==> src/rtl/text_glyph_pipeline.sv <==
// text_glyph_pipeline: text-mode pixel stage between the register/VRAM block and
// the TMDS encoder. Looks up the glyph row in a synchronous font ROM and emits
// registered 4-bit RGB with hsync/vsync/vde delayed to stay aligned (2 cycles).
// Optional blinking underline cursor is enabled by defining CURSOR_EN.
module text_glyph_pipeline #(
  parameter int unsigned FONT_ADDR_W  = 11,
  parameter logic        SYNC_RST_LVL = 1'b1,
  parameter int unsigned BLINK_FRAMES = 30
) (
  input  logic                   pixel_clk,
  input  logic                   reset,
  input  logic [9:0]             drawX,
  input  logic [9:0]             drawY,
  input  logic                   hsync,
  input  logic                   vsync,
  input  logic                   vde,
  input  logic [6:0]             pix_code,
  input  logic                   invert,
  input  logic [3:0]             fg [3],
  input  logic [3:0]             bg [3],
  output logic [FONT_ADDR_W-1:0] font_addr,
  input  logic [7:0]             font_data,
  input  logic [6:0]             cursor_col,
  input  logic [4:0]             cursor_row,
  output logic [3:0]             red,
  output logic [3:0]             green,
  output logic [3:0]             blue,
  output logic                   hsync_out,
  output logic                   vsync_out,
  output logic                   vde_out
);

  // S0: ROM address straight from the current cell code and glyph row
  assign font_addr = FONT_ADDR_W'({pix_code, drawY[3:0]});

  logic cursor_hit;
  logic unused_row_msb;
  assign unused_row_msb = drawY[9];

`ifdef CURSOR_EN
  localparam int unsigned CntW = (BLINK_FRAMES > 1) ? $clog2(BLINK_FRAMES) : 1;

  logic [CntW-1:0] frame_cnt;
  logic            blink_phase;
  logic            vsync_prev;
  logic            vsync_fall;

  assign vsync_fall = vsync_prev & ~vsync;

  // Frame counter on vsync falling edges; toggles the blink phase at wrap.
  // vsync_prev follows the input during reset so no edge is seen on release.
  always_ff @(posedge pixel_clk) begin
    vsync_prev <= vsync;
    if (reset) begin
      frame_cnt   <= '0;
      blink_phase <= 1'b1;
    end else if (vsync_fall) begin
      if (frame_cnt == CntW'(BLINK_FRAMES - 1)) begin
        frame_cnt   <= '0;
        blink_phase <= ~blink_phase;
      end else begin
        frame_cnt <= frame_cnt + 1'b1;
      end
    end
  end

  // Underline cursor occupies the bottom two glyph rows of the cursor cell
  assign cursor_hit = (drawX[9:3] == cursor_col) && (drawY[8:4] == cursor_row) &&
                      (drawY[3:0] >= 4'd14) && blink_phase;
`else
  logic unused_cursor;
  assign unused_cursor = ^{cursor_col, cursor_row, drawX[9:3], drawY[8:4]};
  assign cursor_hit    = 1'b0;
`endif

  // S1 pipeline registers
  logic [2:0] xbit_s1;
  logic       invert_s1;
  logic       hit_s1;
  logic [3:0] fg_s1 [3];
  logic [3:0] bg_s1 [3];
  logic       hsync_s1;
  logic       vsync_s1;
  logic       vde_s1;

  // S1: capture per-pixel attributes while the ROM read is in flight
  always_ff @(posedge pixel_clk) begin
    if (reset) begin
      xbit_s1   <= '0;
      invert_s1 <= 1'b0;
      hit_s1    <= 1'b0;
      hsync_s1  <= SYNC_RST_LVL;
      vsync_s1  <= SYNC_RST_LVL;
      vde_s1    <= 1'b0;
      for (int i = 0; i < 3; i++) begin
        fg_s1[i] <= '0;
        bg_s1[i] <= '0;
      end
    end else begin
      xbit_s1   <= drawX[2:0];
      invert_s1 <= invert;
      hit_s1    <= cursor_hit;
      hsync_s1  <= hsync;
      vsync_s1  <= vsync;
      vde_s1    <= vde;
      for (int i = 0; i < 3; i++) begin
        fg_s1[i] <= fg[i];
        bg_s1[i] <= bg[i];
      end
    end
  end

  logic       pix_on;
  logic [3:0] rgb_d [3];

  // Select glyph bit (bit 7 = leftmost) and pick fg/bg; blank outside active video
  always_comb begin
    pix_on = font_data[3'd7 - xbit_s1] ^ invert_s1 ^ hit_s1;
    for (int i = 0; i < 3; i++) begin
      rgb_d[i] = '0;
      if (vde_s1) rgb_d[i] = pix_on ? fg_s1[i] : bg_s1[i];
    end
  end

  // S2: registered outputs
  always_ff @(posedge pixel_clk) begin
    if (reset) begin
      red       <= '0;
      green     <= '0;
      blue      <= '0;
      hsync_out <= SYNC_RST_LVL;
      vsync_out <= SYNC_RST_LVL;
      vde_out   <= 1'b0;
    end else begin
      red       <= rgb_d[0];
      green     <= rgb_d[1];
      blue      <= rgb_d[2];
      hsync_out <= hsync_s1;
      vsync_out <= vsync_s1;
      vde_out   <= vde_s1;
    end
  end

endmodule

==> config.mk <==
export PLATFORM = sky130hd
export DESIGN_NAME = text_glyph_pipeline
export DESIGN_NICKNAME = d
export VERILOG_FILES = /design/src/rtl/text_glyph_pipeline.sv
export SDC_FILE = /design/constraint.sdc
export NUM_CORES = 1
export LEC_CHECK = 0
export CORE_MARGIN = 4
export CORE_UTILIZATION = 35
export CTS_CLUSTER_SIZE = 12
export DETAILED_ROUTE_END_ITERATION = 6
export PLACE_DENSITY = 0.76
export SETUP_SLACK_MARGIN = 0.5
export SLEW_MARGIN = 20
export SYNTH_ARGS = -nofsm -noshare
export SYNTH_HDL_FRONTEND = slang
export SYNTH_SLANG_ARGS = --single-unit
==> constraint.sdc <==
create_clock -name pixel_clk -period 1.4 [get_ports pixel_clk]
set_input_delay 0.21 -clock pixel_clk [delete_from_list [all_inputs] [get_ports pixel_clk]]
set_output_delay 0.21 -clock pixel_clk [all_outputs]
set_load 0.02 [all_outputs]
# After elaboration in Yosys (flattened, before gate mapping)
# Memory sizes are Yosys's and may differ from the RTL's.
# Cells that the tools add are included.
dict set report classes {
  magnitude_cmp 1
  eq_ne 0
  muxes 14
  bitwise 8
  n_addsub 1
  n_reduce_logical 1
  mul 0
  div 0
  shifts 0
}
# op count
set op_table {}
lappend op_table {{4-bit two-way mux} 9}
lappend op_table {{1-bit OR} 6}
lappend op_table {{3-bit by 4-bit < comparator with 1-bit output (second input constant)} 1}
lappend op_table {{1-bit two-way mux} 4}
lappend op_table {{1-bit binary-select mux with 3-bit select} 1}
lappend op_table {{3-bit subtractor (first input constant)} 1}
lappend op_table {{2-bit OR reduction} 1}
lappend op_table {{1-bit inverter} 1}
lappend op_table {{1-bit XOR} 1}
dict set report totals {
  ram_bits 24
  reg_bits 22
  memories 2
  romBits 0
  output_inout_bits 26
  latch_bits 0
}
# name depth width rd rd_clocked_by_memory_dff wr line_no
set memory_table {}
lappend memory_table {bg_s1 3 4 3 0 3 81} ;# logic [3:0] bg_s1 [3];
lappend memory_table {fg_s1 3 4 3 0 3 80} ;# logic [3:0] fg_s1 [3];

# Depth between registers and ports, before layout
dict set report depth {
  ltp_word 5
  mapped_depth 5
  ltp_nobuf 4
}

# Worst setup path before layout
# No wires, ideal clock.
dict set report synth_timing {
  path_type {register to register}
  startpoint {register xbit_s1[0]}
  endpoint {register blue[3]}
  arrival_time_ps 1478
  setup_ps 121
  path_stages_with_launch 6
  period_less_slack_ps 1599
  slack_ps -199
  path_cell_list {dfxtp_1 mux4_2 mux2i_4 buf_6 a211o_1 nand3_1}
}
dict set report synth_between {
  elab_chain_cells 5
}
# element line_no
set synth_rtl {}
lappend synth_rtl {{start, declared} 77} ;# logic [2:0] xbit_s1;
lappend synth_rtl {{start signal, assigned} 100} ;# xbit_s1 <= drawX[2:0];
lappend synth_rtl {{3-bit subtractor} 118} ;# pix_on = font_data[3'd7 - xbit_s1] ^ invert_s1 ^ hit_s1;
lappend synth_rtl {{1-bit binary-select mux with 3-bit select} 118}
lappend synth_rtl {{1-bit two-way mux (implied by the code)} 118}
lappend synth_rtl {{1-bit XOR} 118}
lappend synth_rtl {{4-bit two-way mux} 121} ;# if (vde_s1) rgb_d[i] = pix_on ? fg_s1[i] : bg_s1[i];
lappend synth_rtl {{end signal, assigned} 137} ;# blue <= rgb_d[2];
lappend synth_rtl {{end, declared} 27} ;# output logic [3:0] blue,
# No other way between the ends. The select of a mux whose other input is x is not followed.
# A chain may end at the register's enable or synchronous reset.

# Final worst setup path
dict set report layout_timing {
  startpoint {register xbit_s1[0]}
  endpoint {register red[0]}
}
dict set report layout_between {
  elab_chain_cells 5
}
# element line_no
set layout_rtl {}
lappend layout_rtl {{3-bit subtractor} 118}
lappend layout_rtl {{1-bit binary-select mux with 3-bit select} 118}
lappend layout_rtl {{1-bit two-way mux (implied by the code)} 118}
lappend layout_rtl {{1-bit XOR} 118}
lappend layout_rtl {{4-bit two-way mux} 121}
lappend layout_rtl {{end signal, assigned} 135} ;# red <= rgb_d[0];
lappend layout_rtl {{end, declared} 25} ;# output logic [3:0] red,
# No other way between the ends. The select of a mux whose other input is x is not followed.

==> results.toml <==
[critical_path]
worstPathMaxFanout = 36
path_buf_inv = 1
r2r_slack_ns = -0.19
path_delay_family = "multiplexers"
arrival_ns = 1.78
start_kind = "flop"
path_class = "flop to flop"
cp_slowest_stage_delay_ns = 0.53
cp_cell_sequence = "mux4_2 > mux2i_4 > buf_12 > a211o_1 > nand3_1"
crit_slowest_cell = "mux4_2"
end_kind = "flop"
worstPathRequired_ns = 1.58

[routing]
drt-initial-drc-count = 39
ant_nets = 0
wl_met3_um = 214
met1_length_um = 1414
post_drt_wl_per_cell_um = 12.32
dr.pass1.iters = 3
drcViolationCount = 0
vias = 1401
wl_met2_um = 2005
routed_via_density = 4.654
routed_wl_um = 3707
top_layer = "met4"

[die]
die_w_um = 81.50
coreArea_sq_um = 5172
num_rows = 26
die_y_um = 81.50
dieArea_sq_um = 6641
num_io_pins = 103
start_util = 0.3655

[synthesis]
synthCells = 181
yosys.area.top_type = "dfxtp_1"
yosys_warnings = 0
synth-main-ff-cell = "dfxtp_1"
synth-compound-area-share = 0.05890
synth_seq_area_share = 0.4871
netlist_area_sq_um = 1891
synthDominantCellAreaShare = 0.4871
synth_simple_gate_area_frac = 0.3124
synth-xor-area-share = 0
ys_types = 22
synth_most_common_cell = "dfxtp_1"
yosys-mux-area-fraction = 0.03574
syn_avg_cell_area_sq_um = 10.45
async_flop_share = 0
yosys_register_bits = 46
synth_fa_ha_area_frac = 0
synth_edf_count = 0
synth_common_cells = "dfxtp_1 (46), nor2b_1 (29)"
synth_fp_nets = 258
synth_top_family_by_area = "simple AND/OR/NAND/NOR gates"
synth.area.top_cells = "dfxtp_1 (49%), nor2b_1 (9.6%), nand4b_1 (5.6%)"

[clocking]
clock_path_buffers = 2
cts_tree = "built"
clk_latency_ns = 0.29
clkTransAtPathRegs_ns = 0.09
clockRootBuffer = "clkbuf_8"
clock-sinks = 46
numCtsBuffers = 5
h-tree-depth = 2

[layout]
drive_gt1_frac = 0.3160
fin_util = 0.5138
num_antenna_cells = 0
stdcell_area_sq_um = 2658
ff_latch_area_sq_um = 940.9
area_growth_pct = 40.57
fillers = 465
final_nets = 307
multiInputGateArea_sq_um = 787.0

[min_path]
min_path_type = "input pin to flop"

[grt]
grt_pass1_vias = 1328
antenna_found_initial = 0
grt_max_degree = 49
grt_overflow_total = 0
grt_usage = 0.1167
grt_pass1_wl_um = 5796

[sta]
finalCritPeriodShare = 1.139
max_freq_ghz = 0.6274
hold_viol_final = 0
rsz0062_at_grt = "true"
final.setup.worst_slack_ns = -0.1939
fin_crit_ns = 1.594
finalMaxSlewViolations = 0
setup_violations = 12
tightestPinTransition_ns = 0.1603
finalSetupTns_ns = -2.229
finClkSkew_ns = 0.006822
max_slew_margin = 0.8909

[placement]
placed_cell_area_sq_um = 2451
place_congestion = 0.6946
port_buffers = 55
hpwl_um = 2642

[outcome]
run_status = "finished, violations left"
violations = "setup timing"

[power_and_ir_drop]
p_leak_nw = 1.042
p_per_area_nw_per_um2 = 1035
irDropWorstVdd_mv = 0.5261

[flow_run]
cap_viol_max_count = 0
## logic make-up (layout without fill, tap and decap cells)
kind of cell    after synthesis  count (layout)
compound gates               12              12
buf+inv                      26              76
flops                        46              46
mux                           3               3
simple gates                 94              94
## flip-flops by register name, indices dropped and copies added, names as in the netlist, 3 cells and up
name,count
fg_s1,12
bg_s1,12
red,4
blue,4
xbit_s1,3
green,4
## path summary, 6_finish.rpt
check	start	to	cells after the start
setup reg to reg	xbit_s1[0]	red[0]	5
hold reg to reg	vsync_s1	vsync_out	1
hold / removal	reset	fg_s1[0][9]	3
setup / recovery	xbit_s1[0]	red[0]	5
## worst reg2reg max path: cells and delay by family, from the launching register on
kind / cells / cell delay (ns)
AND/OR/NAND/NOR: 1 / 0.07
buffers and inverters: 1 / 0.21
multiplexers: 2 / 0.71
flip-flops: 1 / 0.36
AO/OA/AOI/OAI: 1 / 0.13
## report_power, final
part,internal [mW],switching [mW],total [mW]
Combinational,0.233,0.145,0.378
Clock,0.535,0.437,0.971
Sequential,1.37,0.0315,1.40
## routing by layer
metal	GRT usage	vias to the layer above
li1	-	712
met1	0.1153	647
met2	0.2174	32
met3	0.03838	10
met4	0.05574	0
met5	0	-
## cell type report
cell class | instances | area share
Clock buffer | 5 | 0.02589
Clock inverter | 3 | 0.01648
Inverter | 1 | 0.001412
Multi-Input combinational cell | 109 | 0.2961
Sequential cell | 46 | 0.3540
Tap cell | 70 | 0.03296
Timing Repair Buffer | 67 | 0.2731
## metrics by stage
| stage | hold WS, ns | total power [mW] | cells | worst slack, ns |
|---|---|---|---|---|
| floorplan | 0.2742 | 1.664 | 181 | -0.1554 |
| global placement | 0.3952 | 1.781 | 290 | -0.3817 |
| detailed placement | 0.3941 | 1.794 | 290 | -0.4565 |
| CTS | 0.4164 | 2.800 | 300 | -0.2119 |
| global route | 0.3340 | 2.885 | 301 | -0.2787 |
| finish | 0.3277 | 2.752 | 301 | -0.1939 |
## placed cells by master (no fill, tap or decap), drive strengths merged
master / count
a211o: 12
buf: 27
bufinv: 1
clkbuf: 5
clkdlybuf4s50: 39
clkinv: 1
dfxtp: 46
dlymetal6s2s: 1
inv: 2
mux2i: 1
mux4: 2
nand2: 12
nand2b: 9
nand3: 12
nand4: 12
nand4b: 12
nor2b: 29
or2: 4
or2b: 4
## repair_timing
item                                    CTS  global route
pin swaps                                 3             0
setup buffers                             2             0
cloned                                    0             1
hold buffers                              0             0
resized for setup                       110             4
endpoints found under the setup margin   45            31
No activity file was read; power rests on OpenSTA's default activity.
